`src/rtl/fpu_add_sum_stage_pkg.sv`:
```
// Shared types and widths for the FPU adder fraction add/subtract stage.
package fpu_pkg;
    localparam int FRAC_W = 26;
    localparam int EXP_W  = 8;

    typedef enum logic [2:0] {
        RNE = 3'd0,
        RTZ = 3'd1,
        RDN = 3'd2,
        RUP = 3'd3,
        RMM = 3'd4
    } frm_t;

    typedef struct packed {
        logic ovf;
        logic unf;
        logic inv;
        logic dz;
    } flags_t;

    typedef struct packed {
        logic              sign;
        logic [EXP_W-1:0]  exp;
        logic [FRAC_W-1:0] frac;
        logic              carry;
        logic              zero;
        frm_t              frm;
        flags_t            flags;
    } add_sum_payload_t;

    typedef enum logic [1:0] {
        EMPTY = 2'd0,
        ONE   = 2'd1,
        TWO   = 2'd2
    } skid_state_t;
endpackage

```
`src/rtl/fpu_add_sum_stage_if.sv`:
```
// Operand/result handshake bundle between align stage, sum stage and normalise stage.
interface fpu_add_sum_stage_if;
    import fpu_pkg::*;

    logic              flush;
    logic              in_valid;
    logic              in_ready;
    logic              sign1;
    logic              sign2;
    logic [EXP_W-1:0]  exponent_max;
    logic [FRAC_W-1:0] frac1;
    logic [FRAC_W-1:0] frac2;
    logic [2:0]        frm;
    logic              ovf_in;
    logic              unf_in;
    logic              inv;
    logic              dz;
    logic              out_valid;
    logic              out_ready;
    logic              sign_out;
    logic [EXP_W-1:0]  exponent_max_out;
    logic [FRAC_W-1:0] frac_out;
    logic              carry_out;
    logic              zero_result;
    logic [2:0]        frm_out;
    logic              ovf_out;
    logic              unf_out;
    logic              inv_out;
    logic              dz_out;

    modport master (
        output flush, in_valid, sign1, sign2, exponent_max, frac1, frac2, frm,
               ovf_in, unf_in, inv, dz, out_ready,
        input  in_ready, out_valid, sign_out, exponent_max_out, frac_out, carry_out,
               zero_result, frm_out, ovf_out, unf_out, inv_out, dz_out
    );

    modport slave (
        input  flush, in_valid, sign1, sign2, exponent_max, frac1, frac2, frm,
               ovf_in, unf_in, inv, dz, out_ready,
        output in_ready, out_valid, sign_out, exponent_max_out, frac_out, carry_out,
               zero_result, frm_out, ovf_out, unf_out, inv_out, dz_out
    );
endinterface

```
`src/rtl/fpu_add_sum_stage_frac_addsub.sv`:
```
// Combinational signed-magnitude fraction add/subtract; shared with the FMA path.
module frac_addsub
    import fpu_pkg::*;
(
    input  logic              sign1,
    input  logic              sign2,
    input  logic [EXP_W-1:0]  exp,
    input  logic [FRAC_W-1:0] frac1,
    input  logic [FRAC_W-1:0] frac2,
    input  logic [2:0]        frm,
    input  flags_t            flags,
    output add_sum_payload_t  res
);
    logic [FRAC_W:0] sum;

    always_comb begin
        res       = '0;
        sum       = '0;
        res.exp   = exp;
        res.frm   = frm_t'(frm);
        res.flags = flags;
        if (sign1 == sign2) begin
            // Same-signed zeros also land here and keep the operand sign.
            sum       = {1'b0, frac1} + {1'b0, frac2};
            res.carry = sum[FRAC_W];
            res.frac  = sum[FRAC_W-1:0];
            res.sign  = sign1;
            res.zero  = (sum == '0);
        end else if (frac1 == frac2) begin
            res.zero = 1'b1;
            res.sign = (frm_t'(frm) == RDN);
        end else if (frac1 > frac2) begin
            res.frac = frac1 - frac2;
            res.sign = sign1;
        end else begin
            res.frac = frac2 - frac1;
            res.sign = sign2;
        end
    end
endmodule

```
`src/rtl/fpu_add_sum_stage.sv`:
```
// Registered fraction add/sub stage (ADD_step2) with valid/ready on both sides.
// Optional 2-entry skid buffer with registered in_ready: define FPU_ADD_SKID_EN.
module fpu_add_sum_stage
    import fpu_pkg::*;
(
    input logic                 CLK,
    input logic                 rst,
    fpu_add_sum_stage_if.slave  bus
);
    add_sum_payload_t pl_new;
    add_sum_payload_t out_q;
    logic             out_valid_q;
    logic             acc;
    logic             cons;

    frac_addsub u_addsub (
        .sign1 (bus.sign1),
        .sign2 (bus.sign2),
        .exp   (bus.exponent_max),
        .frac1 (bus.frac1),
        .frac2 (bus.frac2),
        .frm   (bus.frm),
        .flags ('{ovf: bus.ovf_in, unf: bus.unf_in, inv: bus.inv, dz: bus.dz}),
        .res   (pl_new)
    );

    assign acc  = bus.in_valid & bus.in_ready;
    assign cons = out_valid_q & bus.out_ready;

`ifdef FPU_ADD_SKID_EN
    skid_state_t      state_q;
    add_sum_payload_t skid_q;
    logic             in_ready_q;

    assign bus.in_ready = in_ready_q;

    // TWO holds in_ready low, so no accept is possible from that state.
    always_ff @(posedge CLK) begin
        if (rst || bus.flush) begin
            state_q     <= EMPTY;
            out_q       <= '0;
            skid_q      <= '0;
            out_valid_q <= 1'b0;
            in_ready_q  <= 1'b1;
        end else begin
            case (state_q)
                EMPTY: if (acc) begin
                    out_q       <= pl_new;
                    out_valid_q <= 1'b1;
                    state_q     <= ONE;
                end
                ONE: begin
                    if (acc && cons) begin
                        out_q <= pl_new;
                    end else if (acc) begin
                        skid_q     <= pl_new;
                        in_ready_q <= 1'b0;
                        state_q    <= TWO;
                    end else if (cons) begin
                        out_valid_q <= 1'b0;
                        state_q     <= EMPTY;
                    end
                end
                TWO: if (cons) begin
                    out_q      <= skid_q;
                    in_ready_q <= 1'b1;
                    state_q    <= ONE;
                end
                default: state_q <= EMPTY;
            endcase
        end
    end
`else
    assign bus.in_ready = ~out_valid_q | bus.out_ready;

    always_ff @(posedge CLK) begin
        if (rst || bus.flush) begin
            out_q       <= '0;
            out_valid_q <= 1'b0;
        end else if (acc) begin
            out_q       <= pl_new;
            out_valid_q <= 1'b1;
        end else if (cons) begin
            out_valid_q <= 1'b0;
        end
    end
`endif

    assign bus.out_valid        = out_valid_q;
    assign bus.sign_out         = out_q.sign;
    assign bus.exponent_max_out = out_q.exp;
    assign bus.frac_out         = out_q.frac;
    assign bus.carry_out        = out_q.carry;
    assign bus.zero_result      = out_q.zero;
    assign bus.frm_out          = out_q.frm;
    assign bus.ovf_out          = out_q.flags.ovf;
    assign bus.unf_out          = out_q.flags.unf;
    assign bus.inv_out          = out_q.flags.inv;
    assign bus.dz_out           = out_q.flags.dz;
endmodule
```
`src/flat_wrapper.sv`:
```
// flat-port wrapper written by rule: the top's interface ports become plain ports
module fpu_add_sum_stage_flat import fpu_pkg::*;
  (CLK, rst, bus_flush, bus_in_valid, bus_sign1, bus_sign2, bus_exponent_max, bus_frac1, bus_frac2, bus_frm, bus_ovf_in, bus_unf_in, bus_inv, bus_dz, bus_out_ready, bus_in_ready, bus_out_valid, bus_sign_out, bus_exponent_max_out, bus_frac_out, bus_carry_out, bus_zero_result, bus_frm_out, bus_ovf_out, bus_unf_out, bus_inv_out, bus_dz_out);
  fpu_add_sum_stage_if bus_i ();
  input logic CLK;
  input logic rst;
  input wire logic [$bits(bus_i.flush)-1:0] bus_flush;
  input wire logic [$bits(bus_i.in_valid)-1:0] bus_in_valid;
  input wire logic [$bits(bus_i.sign1)-1:0] bus_sign1;
  input wire logic [$bits(bus_i.sign2)-1:0] bus_sign2;
  input wire logic [$bits(bus_i.exponent_max)-1:0] bus_exponent_max;
  input wire logic [$bits(bus_i.frac1)-1:0] bus_frac1;
  input wire logic [$bits(bus_i.frac2)-1:0] bus_frac2;
  input wire logic [$bits(bus_i.frm)-1:0] bus_frm;
  input wire logic [$bits(bus_i.ovf_in)-1:0] bus_ovf_in;
  input wire logic [$bits(bus_i.unf_in)-1:0] bus_unf_in;
  input wire logic [$bits(bus_i.inv)-1:0] bus_inv;
  input wire logic [$bits(bus_i.dz)-1:0] bus_dz;
  input wire logic [$bits(bus_i.out_ready)-1:0] bus_out_ready;
  output wire logic [$bits(bus_i.in_ready)-1:0] bus_in_ready;
  output wire logic [$bits(bus_i.out_valid)-1:0] bus_out_valid;
  output wire logic [$bits(bus_i.sign_out)-1:0] bus_sign_out;
  output wire logic [$bits(bus_i.exponent_max_out)-1:0] bus_exponent_max_out;
  output wire logic [$bits(bus_i.frac_out)-1:0] bus_frac_out;
  output wire logic [$bits(bus_i.carry_out)-1:0] bus_carry_out;
  output wire logic [$bits(bus_i.zero_result)-1:0] bus_zero_result;
  output wire logic [$bits(bus_i.frm_out)-1:0] bus_frm_out;
  output wire logic [$bits(bus_i.ovf_out)-1:0] bus_ovf_out;
  output wire logic [$bits(bus_i.unf_out)-1:0] bus_unf_out;
  output wire logic [$bits(bus_i.inv_out)-1:0] bus_inv_out;
  output wire logic [$bits(bus_i.dz_out)-1:0] bus_dz_out;
  assign bus_i.flush = bus_flush;
  assign bus_i.in_valid = bus_in_valid;
  assign bus_i.sign1 = bus_sign1;
  assign bus_i.sign2 = bus_sign2;
  assign bus_i.exponent_max = bus_exponent_max;
  assign bus_i.frac1 = bus_frac1;
  assign bus_i.frac2 = bus_frac2;
  assign bus_i.frm = bus_frm;
  assign bus_i.ovf_in = bus_ovf_in;
  assign bus_i.unf_in = bus_unf_in;
  assign bus_i.inv = bus_inv;
  assign bus_i.dz = bus_dz;
  assign bus_i.out_ready = bus_out_ready;
  assign bus_in_ready = bus_i.in_ready;
  assign bus_out_valid = bus_i.out_valid;
  assign bus_sign_out = bus_i.sign_out;
  assign bus_exponent_max_out = bus_i.exponent_max_out;
  assign bus_frac_out = bus_i.frac_out;
  assign bus_carry_out = bus_i.carry_out;
  assign bus_zero_result = bus_i.zero_result;
  assign bus_frm_out = bus_i.frm_out;
  assign bus_ovf_out = bus_i.ovf_out;
  assign bus_unf_out = bus_i.unf_out;
  assign bus_inv_out = bus_i.inv_out;
  assign bus_dz_out = bus_i.dz_out;
  fpu_add_sum_stage u_core (.CLK(CLK), .rst(rst), .bus(bus_i));
endmodule
```
`config.mk`:
```
export PLATFORM = sky130hd
export DESIGN_NAME = fpu_add_sum_stage_flat
export DESIGN_NICKNAME = d
export VERILOG_FILES = /design/src/rtl/fpu_add_sum_stage_pkg.sv /design/src/rtl/fpu_add_sum_stage_if.sv /design/src/rtl/fpu_add_sum_stage_frac_addsub.sv /design/src/rtl/fpu_add_sum_stage.sv /design/src/flat_wrapper.sv
export SDC_FILE = /design/constraint.sdc
export NUM_CORES = 1
export LEC_CHECK = 0
export CORE_UTILIZATION = 58
export CTS_BUF_LIST = sky130_fd_sc_hd__clkbuf_8 sky130_fd_sc_hd__clkbuf_16
export DETAILED_ROUTE_END_ITERATION = 8
export PLACE_DENSITY_LB_ADDON = 0.3
export SLEW_MARGIN = 5
export SYNTH_ARGS = -nofsm -noshare
export SYNTH_HDL_FRONTEND = slang
export SYNTH_SLANG_ARGS = --single-unit
export TNS_END_PERCENT = 100
```
`constraint.sdc`:
```
create_clock -name CLK -period 5.5 [get_ports CLK]
set_input_delay 1.1 -clock CLK [delete_from_list [all_inputs] [get_ports CLK]]
set_output_delay 1.1 -clock CLK [all_outputs]
set_load 0.05 [all_outputs]
```
==> run metrics <==
Post-DRT Antenna Nets=0; DR iter-0 viols=roughly 880; share of the yosys chip area belonging to registers=between 10% and 20%; setup slack at placement=527 ps; clock sinks=45; Area growth syn-to-layout=23.5%; reg2reg path depth=10; largest net degree at the start of global routing=45; Routed WL=approximately 21 mm; postcts setup bufs=0; min-delay worst type=reg -> reg; first-pass GRT wire length=33.1 mm; origin of the worst min-delay path=u_core.bus.exponent_max_out[3]$_SDFFE_PP0P_; worst hold stages=2; Net Sw Frac=roughly 44%; most common cell after layout, fill and taps aside=clkdlybuf4s50_1; Setup Viol. Count Final=0; Final Max Tran Viols=0; number of synthesized flops with an enable pin=0; met1 usage=49.8%; Worst Max-Slew Pin Slew=1080 ps; FF-to-FF End=u_core.bus.zero_result$_SDFFE_PP0P_; core region area=10400 µm²; clock power share=16.7%; Via Count=7236; GR peak layer=met2; routability-driven placement congestion ratio=0.973; Post-Syn Instances=between 800 and 900; MaxCap Viol Count=0; Leak=3.28 nW; FF+latch count, synth=45; P per Cell Area=around 190 nW/µm²; ys flop type=dfxtp_1; most frequent cells in the layout=clkdlybuf4s50_1 (119), a21oi_1 (104), nand2_1 (82); Startpoint Class=input port; Resize count post-CTS=0; clock skew=roughly 2.9 ps; clk_lat worst skew=290 ps; Slew HR=27.8%; die width=106 µm; Die ar.=11100 µm²; Clock Tree Buf Depth=2; M2 GR Usage=58.7%; CTS root buf=clkbuf_8; RSZ-0062 raised after global routing=false; Psw=0.636 mW; Initial Util=59.9%; Tmin final=4770 ps; routed vias/inst=6.45; layout cells sized above 1=about 5.3%; cts bufs inserted=5; Internal=0.804 mW; Reg2Reg Setup Slack=2940 ps; f_max=0.209 GHz; CTS tree=yes; YS warnings=0; Tcrit/Tclk final=between 80% and 90%; register share of total power=24.3%; Detailed Place HPWL=16.5 mm; syn_nets=1033; antenna violations before repair=0; Die Y=106 µm; WS Path Type=in -> reg; status=finished, final reports clean; Mapped Avg Cell Area=7.09 µm²; fin nets=1141; DRC=0; WHS Endpoint=u_core.bus.exponent_max_out[3]$_SDFFE_PP0P_; CP Data Arrival Time=4930 ps; Core Util, Final=74.0%; Worst-path clk slew=80 ps; Peak VDD IR=~0.00013 V; Overall Global Routing Usage=36.7%; Critical Path End Type=register; WL/cell=18.6 µm; Setup WS post-layout=727 ps; # fillers=855; crit path max fanout=18; Crit path required time=5660 ps; antenna diode count=0; FF-to-FF Start=u_core.bus.out_valid$_SDFFE_PP0P_; synth unique cells=74; CTS H-tree depth=2; final hold vios=0; final setup TNS=0 ps; GR Overflow Total=0; met3 Use GR=7.11%; async set-reset flop share out of synthesis=0%; Combinational Power Share=59.0%; I/O Pins=120; I/O Buffers=119; Rows=37; vias in the first global route=6633; Post-CTS Hold Fix Bufs=0; Mapped Area=6220 µm²; First-pass DRT Iterations=5
## worst max-delay path, stage by stage
cell and delay, ps:
clkdlybuf4s50_1 510, inv_1 50, ha_1 520, inv_1 160
or4_1 650, nor4_2 360, or4_4 240, o21ai_2 290
nor3_1 360, a32oi_1 150, xnor2_1 250, a2bb2oi_1 200
a21oi_1 100
## power groups by stage
stage,sequential [mW],combinational (mW),clock [mW]
CTS,0.350,0.823,0.241
finish,0.350,0.850,0.240
floorplan,0.411,0.505,0
global route,0.351,0.910,0.250
detailed placement,0.357,0.818,0
global placement,0.357,0.812,0
## logic make-up (layout without fill, tap and decap cells)
logic type      Yosys count  in the layout  synth area share, %
compound gates          304            304                 31.9
simple gates            262            262                 19.9
buf+inv                 126            234                 8.21
fa+ha+maj                82             82                 16.9
flops                    45             45                 14.5
xor+xnor                 40             40                 5.64
mux                      18             18                 2.94
## worst max path at each step
stage,start,end,cells past startpoint
3_5_place_dp,bus_frac2[4],u_core.bus.frac_out[3]$_SDFFE_PP0P_,13
2_1_floorplan,bus_frac1[0],u_core.bus.frac_out[12]$_SDFFE_PP0P_,15
4_1_cts,bus_frac2[4],u_core.bus.frac_out[3]$_SDFFE_PP0P_,13
5_1_grt,bus_frac2[4],u_core.bus.frac_out[20]$_SDFFE_PP0P_,14
3_3_place_gp,bus_frac2[2],u_core.bus.frac_out[5]$_SDFFE_PP0P_,14
6_report,bus_frac2[4],u_core.bus.frac_out[23]$_SDFFE_PP0P_,13
## through the flow
| stage | area (µm²) | hold slack (ps) | total power [mW] | cells |
|---|---|---|---|---|
| 2_1_floorplan | 6220 | 671 | 0.916 | 877 |
| 3_3_place_gp | 7570 | 439 | 1.17 | 1114 |
| 3_5_place_dp | 7570 | 447 | 1.18 | 1114 |
| 4_1_cts | 7680 | 458 | 1.41 | 1121 |
| 5_1_grt | 7680 | 471 | 1.51 | 1121 |
| 6_report | 7680 | 458 | 1.44 | 1121 |
## Yosys cell counts, types with 17 or more instances
library cell | instances | area, µm²
a21oi_1 | 104 | 521
xnor2_1 | 33 | 289
nor2_1 | 73 | 274
inv_1 | 81 | 304
nand2_1 | 82 | 308
clkbuf_1 | 29 | 109
a21o_1 | 17 | 128
o21ai_0 | 46 | 230
nand3_1 | 18 | 90.1
dfxtp_1 | 45 | 901
ha_1 | 79 | 988
nor3_1 | 22 | 110
## final cells by class
type,count,area [µm²],share of cell area (%)
timing repair buffer,146,1390,18.2
sequential,45,901,11.7
inverter,81,304,3.96
multi-input combinational,706,4800,62.6
clock inverter,2,35.0,0.456
clock buffer,5,68.8,0.896
tap,136,170,2.22
## state kept, by name (all words and copies together) (netlist names)
| signal | count |
|---|---|
| u_core.bus.carry_out | 1 |
| u_core.bus.dz_out | 1 |
| u_core.bus.exponent_max_out | 8 |
| u_core.bus.frac_out | 26 |
| u_core.bus.frm_out | 3 |
| u_core.bus.inv_out | 1 |
| u_core.bus.out_valid | 1 |
| u_core.bus.ovf_out | 1 |
| u_core.bus.sign_out | 1 |
| u_core.bus.unf_out | 1 |
| u_core.bus.zero_result | 1 |
## per-layer routing
metal / vias up / routed length (µm)
met4: 0 / 475
met1: 3346 / 8840
met3: 38 / 2320
met5: - / 0
li1: 3357 / -
met2: 495 / 9170
Note: power is estimated with default switching activity, not from simulation.
